<file path="config.mk">
export PLATFORM = sky130hd
export DESIGN_NAME = shop_cmd_framer
export DESIGN_NICKNAME = d
export VERILOG_FILES = /design/src/rtl/shop_cmd_framer.sv
export SDC_FILE = /design/constraint.sdc
export NUM_CORES = 1
export LEC_CHECK = 0
export CORE_MARGIN = 1.5
export CORE_UTILIZATION = 55
export CTS_CLUSTER_SIZE = 25
export DETAILED_ROUTE_END_ITERATION = 10
export PLACE_DENSITY = 0.83
export SLEW_MARGIN = 20
export SYNTH_ARGS = -nofsm -noshare
export SYNTH_HDL_FRONTEND = slang
export SYNTH_SLANG_ARGS = --single-unit
export TNS_END_PERCENT = 1
</file>
<file path="constraint.sdc">
create_clock -name i_clk -period 3.35 [get_ports i_clk]
set_input_delay 1.005 -clock i_clk [delete_from_list [all_inputs] [get_ports i_clk]]
set_output_delay 1.005 -clock i_clk [all_outputs]
set_load 0.02 [all_outputs]
</file>
<file path="src/rtl/shop_cmd_framer.sv">
// Packs LF-terminated ASCII command lines into MSB-first words and streams them to the shop core.
// Optional: define SHOP_FRAMER_CR_STRIP_EN to silently consume CR (8'h0D) bytes.
`timescale 1ns/1ps
module shop_cmd_framer #(
    parameter int          O_A_NUM_BITS = 24,
    parameter int          O_U_NUM_BITS = 4,
    parameter int          MAX_WORDS    = 4,
    parameter logic [7:0]  PAD_CHAR     = 8'h20
) (
    input  logic                    i_clk,
    input  logic                    i_reset,
    input  logic                    i_valid,
    input  logic [7:0]              i_byte,
    input  logic [O_U_NUM_BITS-1:0] i_uid,
    input  logic                    i_hold,
    output logic                    o_ready,
    output logic                    o_rdy,
    output logic [O_U_NUM_BITS-1:0] o_u,
    output logic [O_A_NUM_BITS-1:0] o_a,
    output logic                    o_last,
    output logic                    o_err
);
    localparam int CPW = O_A_NUM_BITS / 8;
    localparam int CW  = (CPW > 1) ? $clog2(CPW) : 1;
    localparam int WW  = $clog2(MAX_WORDS + 1);
    localparam int AW  = (MAX_WORDS > 1) ? $clog2(MAX_WORDS) : 1;

    typedef enum logic [1:0] {IDLE, COLLECT, DROP, EMIT} state_t;

    state_t                    state_reg;
    logic [O_A_NUM_BITS-1:0]   word_reg;
    logic [CW-1:0]             ccnt_reg;
    logic [WW-1:0]             wcnt_reg;
    logic [WW-1:0]             idx_reg;
    logic [O_U_NUM_BITS-1:0]   uid_reg;
    logic [O_A_NUM_BITS-1:0]   buffer_reg [MAX_WORDS];

    logic [O_A_NUM_BITS-1:0]   pad_word;
    logic [O_A_NUM_BITS-1:0]   word_put;
    logic [O_A_NUM_BITS-1:0]   first_word;
    logic [WW-1:0]             total_words;
    logic                      accept;
    logic                      is_lf;
    logic                      is_cr;

    // Slot 0 sits in the top byte so characters read left to right in the word.
    for (genvar gi = 0; gi < CPW; gi++) begin : g_slot
        assign pad_word[gi*8 +: 8] = PAD_CHAR;
        assign word_put[gi*8 +: 8] = (ccnt_reg == CW'(CPW-1-gi)) ? i_byte : word_reg[gi*8 +: 8];
    end

    assign accept      = i_valid && o_ready;
    assign is_lf       = (i_byte == 8'h0A);
`ifdef SHOP_FRAMER_CR_STRIP_EN
    assign is_cr       = (i_byte == 8'h0D);
`else
    assign is_cr       = 1'b0;
`endif
    assign total_words = (ccnt_reg != '0) ? wcnt_reg + WW'(1) : wcnt_reg;
    // A line shorter than one word has nothing in the buffer yet; its padded word is still in word_reg.
    assign first_word  = (wcnt_reg == '0) ? word_reg : buffer_reg[0];

    always_ff @(posedge i_clk or negedge i_reset) begin
        if (!i_reset) begin
            state_reg <= IDLE;
            word_reg  <= pad_word;
            ccnt_reg  <= '0;
            wcnt_reg  <= '0;
            idx_reg   <= '0;
            uid_reg   <= '0;
            o_ready   <= 1'b0;
            o_rdy     <= 1'b0;
            o_u       <= '0;
            o_a       <= '0;
            o_last    <= 1'b0;
            o_err     <= 1'b0;
            for (int i = 0; i < MAX_WORDS; i++) buffer_reg[i] <= '0;
        end else begin
            o_rdy  <= 1'b0;
            o_last <= 1'b0;
            o_err  <= 1'b0;
            case (state_reg)
                IDLE, COLLECT: begin
                    o_ready <= 1'b1;
                    if (accept && !is_cr) begin
                        if (is_lf) begin
                            if (state_reg == COLLECT) begin
                                if (ccnt_reg != '0) buffer_reg[wcnt_reg[AW-1:0]] <= word_reg;
                                wcnt_reg  <= total_words;
                                ccnt_reg  <= '0;
                                word_reg  <= pad_word;
                                o_ready   <= 1'b0;
                                state_reg <= EMIT;
                                idx_reg   <= '0;
                                // The first beat leaves on the same edge that takes the LF.
                                if (!i_hold) begin
                                    o_rdy  <= 1'b1;
                                    o_a    <= first_word;
                                    o_u    <= uid_reg;
                                    o_last <= (total_words == WW'(1));
                                    if (total_words == WW'(1)) begin
                                        wcnt_reg  <= '0;
                                        state_reg <= IDLE;
                                    end else begin
                                        idx_reg <= WW'(1);
                                    end
                                end
                            end
                        end else if (wcnt_reg == WW'(MAX_WORDS)) begin
                            state_reg <= DROP;
                        end else begin
                            if (state_reg == IDLE) uid_reg <= i_uid;
                            state_reg <= COLLECT;
                            if (ccnt_reg == CW'(CPW-1)) begin
                                buffer_reg[wcnt_reg[AW-1:0]] <= word_put;
                                wcnt_reg <= wcnt_reg + WW'(1);
                                ccnt_reg <= '0;
                                word_reg <= pad_word;
                            end else begin
                                word_reg <= word_put;
                                ccnt_reg <= ccnt_reg + CW'(1);
                            end
                        end
                    end
                end
                DROP: begin
                    o_ready <= 1'b1;
                    if (accept && is_lf) begin
                        o_err     <= 1'b1;
                        word_reg  <= pad_word;
                        ccnt_reg  <= '0;
                        wcnt_reg  <= '0;
                        state_reg <= IDLE;
                    end
                end
                EMIT: begin
                    o_ready <= 1'b0;
                    if (!i_hold) begin
                        o_rdy  <= 1'b1;
                        o_a    <= buffer_reg[idx_reg[AW-1:0]];
                        o_u    <= uid_reg;
                        o_last <= (idx_reg == wcnt_reg - WW'(1));
                        if (idx_reg == wcnt_reg - WW'(1)) begin
                            idx_reg   <= '0;
                            wcnt_reg  <= '0;
                            state_reg <= IDLE;
                        end else begin
                            idx_reg <= idx_reg + WW'(1);
                        end
                    end
                end
                default: state_reg <= IDLE;
            endcase
        end
    end
endmodule

</file>
==> summary.txt <==
Outcome
  • Outcome: complete, no violations

Detailed routing
  • Drt first pass iters: 5
  • Number of remaining DRC errors: 0
  • WL final: 18,830 um
  • Via Count: 5,714
  • ANT nets after route: 0
  • Vias per cell: 6.053
  • Routed wire per std cell: 19.95 um
  • DR iter-0 viols: 528

Floorplanning
  • IO Count: 48
  • Die H: 121.7 um
  • Core area: 13,830 sq um
  • Die ar.: 14,820 sq um
  • Die width: 121.7 um
  • Initial core utilization: 56.09%
  • Rows: 43

Cells and area
  • Synth-to-Final Area Change: 18.62%
  • Finished Cell Area: 9199 sq um
  • Nets: 775
  • Max reg flops: 96
  • Fillers: 969
  • # diodes: 0
  • Fraction of layout cells with a size suffix above 1: 18.19%

Global routing
  • Largest net degree at the start of global routing: 78
  • Initial antenna violation count: 0
  • Gr usage total: 27.56%
  • Grt ovf: 0
  • First-pass GRT wire length: 30,840 um
  • Vias in the first global route: 6,062

Logic synthesis
  • Post-synthesis mux area share: 17.81%
  • Warnings, synthesis: 0
  • Synth Area in Simple Gates: 10.42%
  • Sequential share of the synthesized area: 53.61%
  • Commonest cells in the synthesized netlist: 163 x dfrtp_1, 130 x nand2_1, 90 x o21ai_0
  • XOR/XNOR Fraction of Synth Area: 0.4518%
  • Mapped Cells: 692
  • Syn_nets: 715
  • Distinct cell type count after synthesis: 52
  • Main combinational cell family by area after synthesis: multiplexers
  • Asr flop ratio synth: 100.0%
  • Compound-cell area share of the yosys netlist: 13.54%
  • Post-synth EDFFs: 0
  • Most frequent cell after synthesis: dfrtp_1
  • Yosys top cell area share: 52.60%
  • Mapped Area: 7755 sq um
  • Syn_area_per_cell: 11.21 sq um
  • Post-Synth Adder-Cell Area: 1.129%
  • Synthesized flop and latch total: 166
  • Top post-synthesis cells by area: dfrtp_1 53%, mux4_2 7.0%, nand2_1 6.3%
  • Dominant synthesized flop cell: dfrtp_1
  • Post-synth top area cell: dfrtp_1

Timing
  • Slew HR: 39.62%
  • Least-Margin Pin Slew: 0.9024 ns
  • Crit path time final: 2.991 ns
  • Hold WS: 0.4815 ns
  • Fmax: 334.4 MHz
  • Final hold violation count: 0
  • Setup TNS: 0 ns
  • Pins Over Slew Limit: 0
  • RSZ-0062 raised after global routing: false
  • Post-route setup slack: 0.3594 ns
  • Final period utilization: 89.27%
  • Setup Skew: 0.007872 ns
  • # setup viols final: 0

Job
  • Max cap viols: 0

Critical path
  • Crit-path slowest cell: a211oi_2
  • Crit-path max FO: 34
  • R2R cell count: 9
  • Critical path launch point: wcnt_reg[0]$_DFFE_PN0P_
  • WS Path Type: reg -> reg
  • Reg2reg end: buffer_reg[9]$_DFFE_PN0P_
  • Startpoint types: flop
  • Critical Path Sink Type: flop
  • Req. time, crit path: 3.65 ns
  • Cell Chain, Critical Path: inv_1, ha_1, ha_1, or3b_2, a211oi_2, o21ai_2, buf_12, nand2_1, o21ai_0
  • R2r setup slk: 0.36 ns
  • Delay of the slowest critical-path stage: 0.52 ns
  • Crit-path most repeated cell: ha_1
  • Worst Setup EP: buffer_reg[9]$_DFFE_PN0P_
  • CP arrival: 3.29 ns
  • R2r startpoint: wcnt_reg[0]$_DFFE_PN0P_

Placement
  • Gp weighted congestion: 0.9475
  • Area post-placement: 8665 sq um
  • Placement Setup Slack: 0.0008618 ns
  • Port-buffer cells: 47
  • Post-DP HPWL: 12,460 um

CTS
  • Worst skew pair latency: 0.43 ns
  • Resized cells post-CTS: 0
  • H-tree levels: 4
  • Clock root cell: clkbuf_16
  • CTS tree: yes
  • Reg clk slew, reported paths: 0.06 ns
  • Cts bufs inserted: 17
  • Postcts setup bufs: 0
  • Clock sinks: 166
  • Post-cts hold buffer count: 0
  • CTS Buffer Depth: 2

Power
  • VDD IR max: 0.0004208 V
  • Leak: 4.051 nW
  • PwrDens: 560.2 nW/um^2
  • Pwr Total: 0.005153 W

Min path
  • Worst hold path stage count: 2
  • Worst hold path class: reg -> reg
-- how the worst min path moves through the flow --
stage / end / startpoint
after CTS: buffer_reg[67]$_DFFE_PN0P_ / buffer_reg[67]$_DFFE_PN0P_
after detailed placement: buffer_reg[61]$_DFFE_PN0P_ / buffer_reg[61]$_DFFE_PN0P_
after global routing: buffer_reg[67]$_DFFE_PN0P_ / buffer_reg[67]$_DFFE_PN0P_
after global placement: buffer_reg[59]$_DFFE_PN0P_ / buffer_reg[59]$_DFFE_PN0P_
final: buffer_reg[67]$_DFFE_PN0P_ / buffer_reg[67]$_DFFE_PN0P_
after floorplan: buffer_reg[28]$_DFFE_PN0P_ / buffer_reg[28]$_DFFE_PN0P_
-- cells by family (layout without fill, tap and decap cells) --
| family | after synthesis | count (layout) |
|---|---|---|
| mux | 104 | 104 |
| xor+xnor | 4 | 4 |
| fa+ha+maj | 7 | 7 |
| flops | 166 | 166 |
| compound gates | 180 | 180 |
| buf+inv | 55 | 127 |
| simple gates | 176 | 176 |
-- critical path: cells and delay by family, from the launching register on --
kind | cells | cell delay [ns]
buffers and inverters | 2 | 0.34
flip-flops | 1 | 0.51
adder cells (fa/ha/maj) | 2 | 0.57
AO/OA/AOI/OAI | 3 | 0.84
AND/OR/NAND/NOR | 2 | 0.57
-- report_power, final --
part	internal [W]	switching, W
registers	0.00210	0.000120
clock network	0.00109	0.000749
logic	0.000439	0.000660
-- per-layer routing --
layer	share of wire [%]	track usage, %
met1	41	35.47
met2	49	43.47
met3	6.1	7.210
met4	3.4	13.68
met5	0	0
-- placed cells by master (no fill, tap or decap), types with 3 or more instances in the layout --
| master | instances |
|---|---|
| inv_1 | 10 |
| dfstp_2 | 3 |
| nor3_1 | 3 |
| o21ai_1 | 37 |
| o21ai_0 | 90 |
| clkbuf_1 | 9 |
| nor2_1 | 11 |
| a22o_1 | 14 |
| mux2_2 | 31 |
| nand2_1 | 130 |
| a21o_1 | 3 |
| clkbuf_16 | 17 |
| dfrtp_1 | 163 |
| clkinv_2 | 3 |
| xnor2_1 | 3 |
| mux2i_1 | 48 |
| mux4_2 | 24 |
| clkdlybuf4s50_1 | 46 |
| buf_4 | 32 |
| nand3_1 | 3 |
| nand2b_1 | 4 |
| nor2b_1 | 7 |
| buf_12 | 7 |
| ha_1 | 7 |
| o31ai_1 | 3 |
| a21oi_1 | 9 |
| a22oi_1 | 3 |
| o21ai_2 | 4 |
-- metrics by stage --
| step | util (%) | std cells |
|---|---|---|
| after floorplan | - | 692 |
| after global placement | 62.66 | 913 |
| after detailed placement | 62.66 | 913 |
| after CTS | 66.53 | 944 |
| after global routing | 66.53 | 944 |
| final | 66.53 | 944 |
-- layout make-up --
cell class | count | area [sq um] | share of cell area [%]
Sequential cell | 166 | 4158 | 45.20
Multi-Input combinational cell | 471 | 3392 | 36.87
Timing Repair Buffer | 86 | 852.1 | 9.263
Clock buffer | 26 | 459.2 | 4.992
Tap cell | 180 | 225.2 | 2.448
Clock inverter | 5 | 75.07 | 0.8161
Inverter | 10 | 37.54 | 0.4081
(Power assumes the default switching activity.)
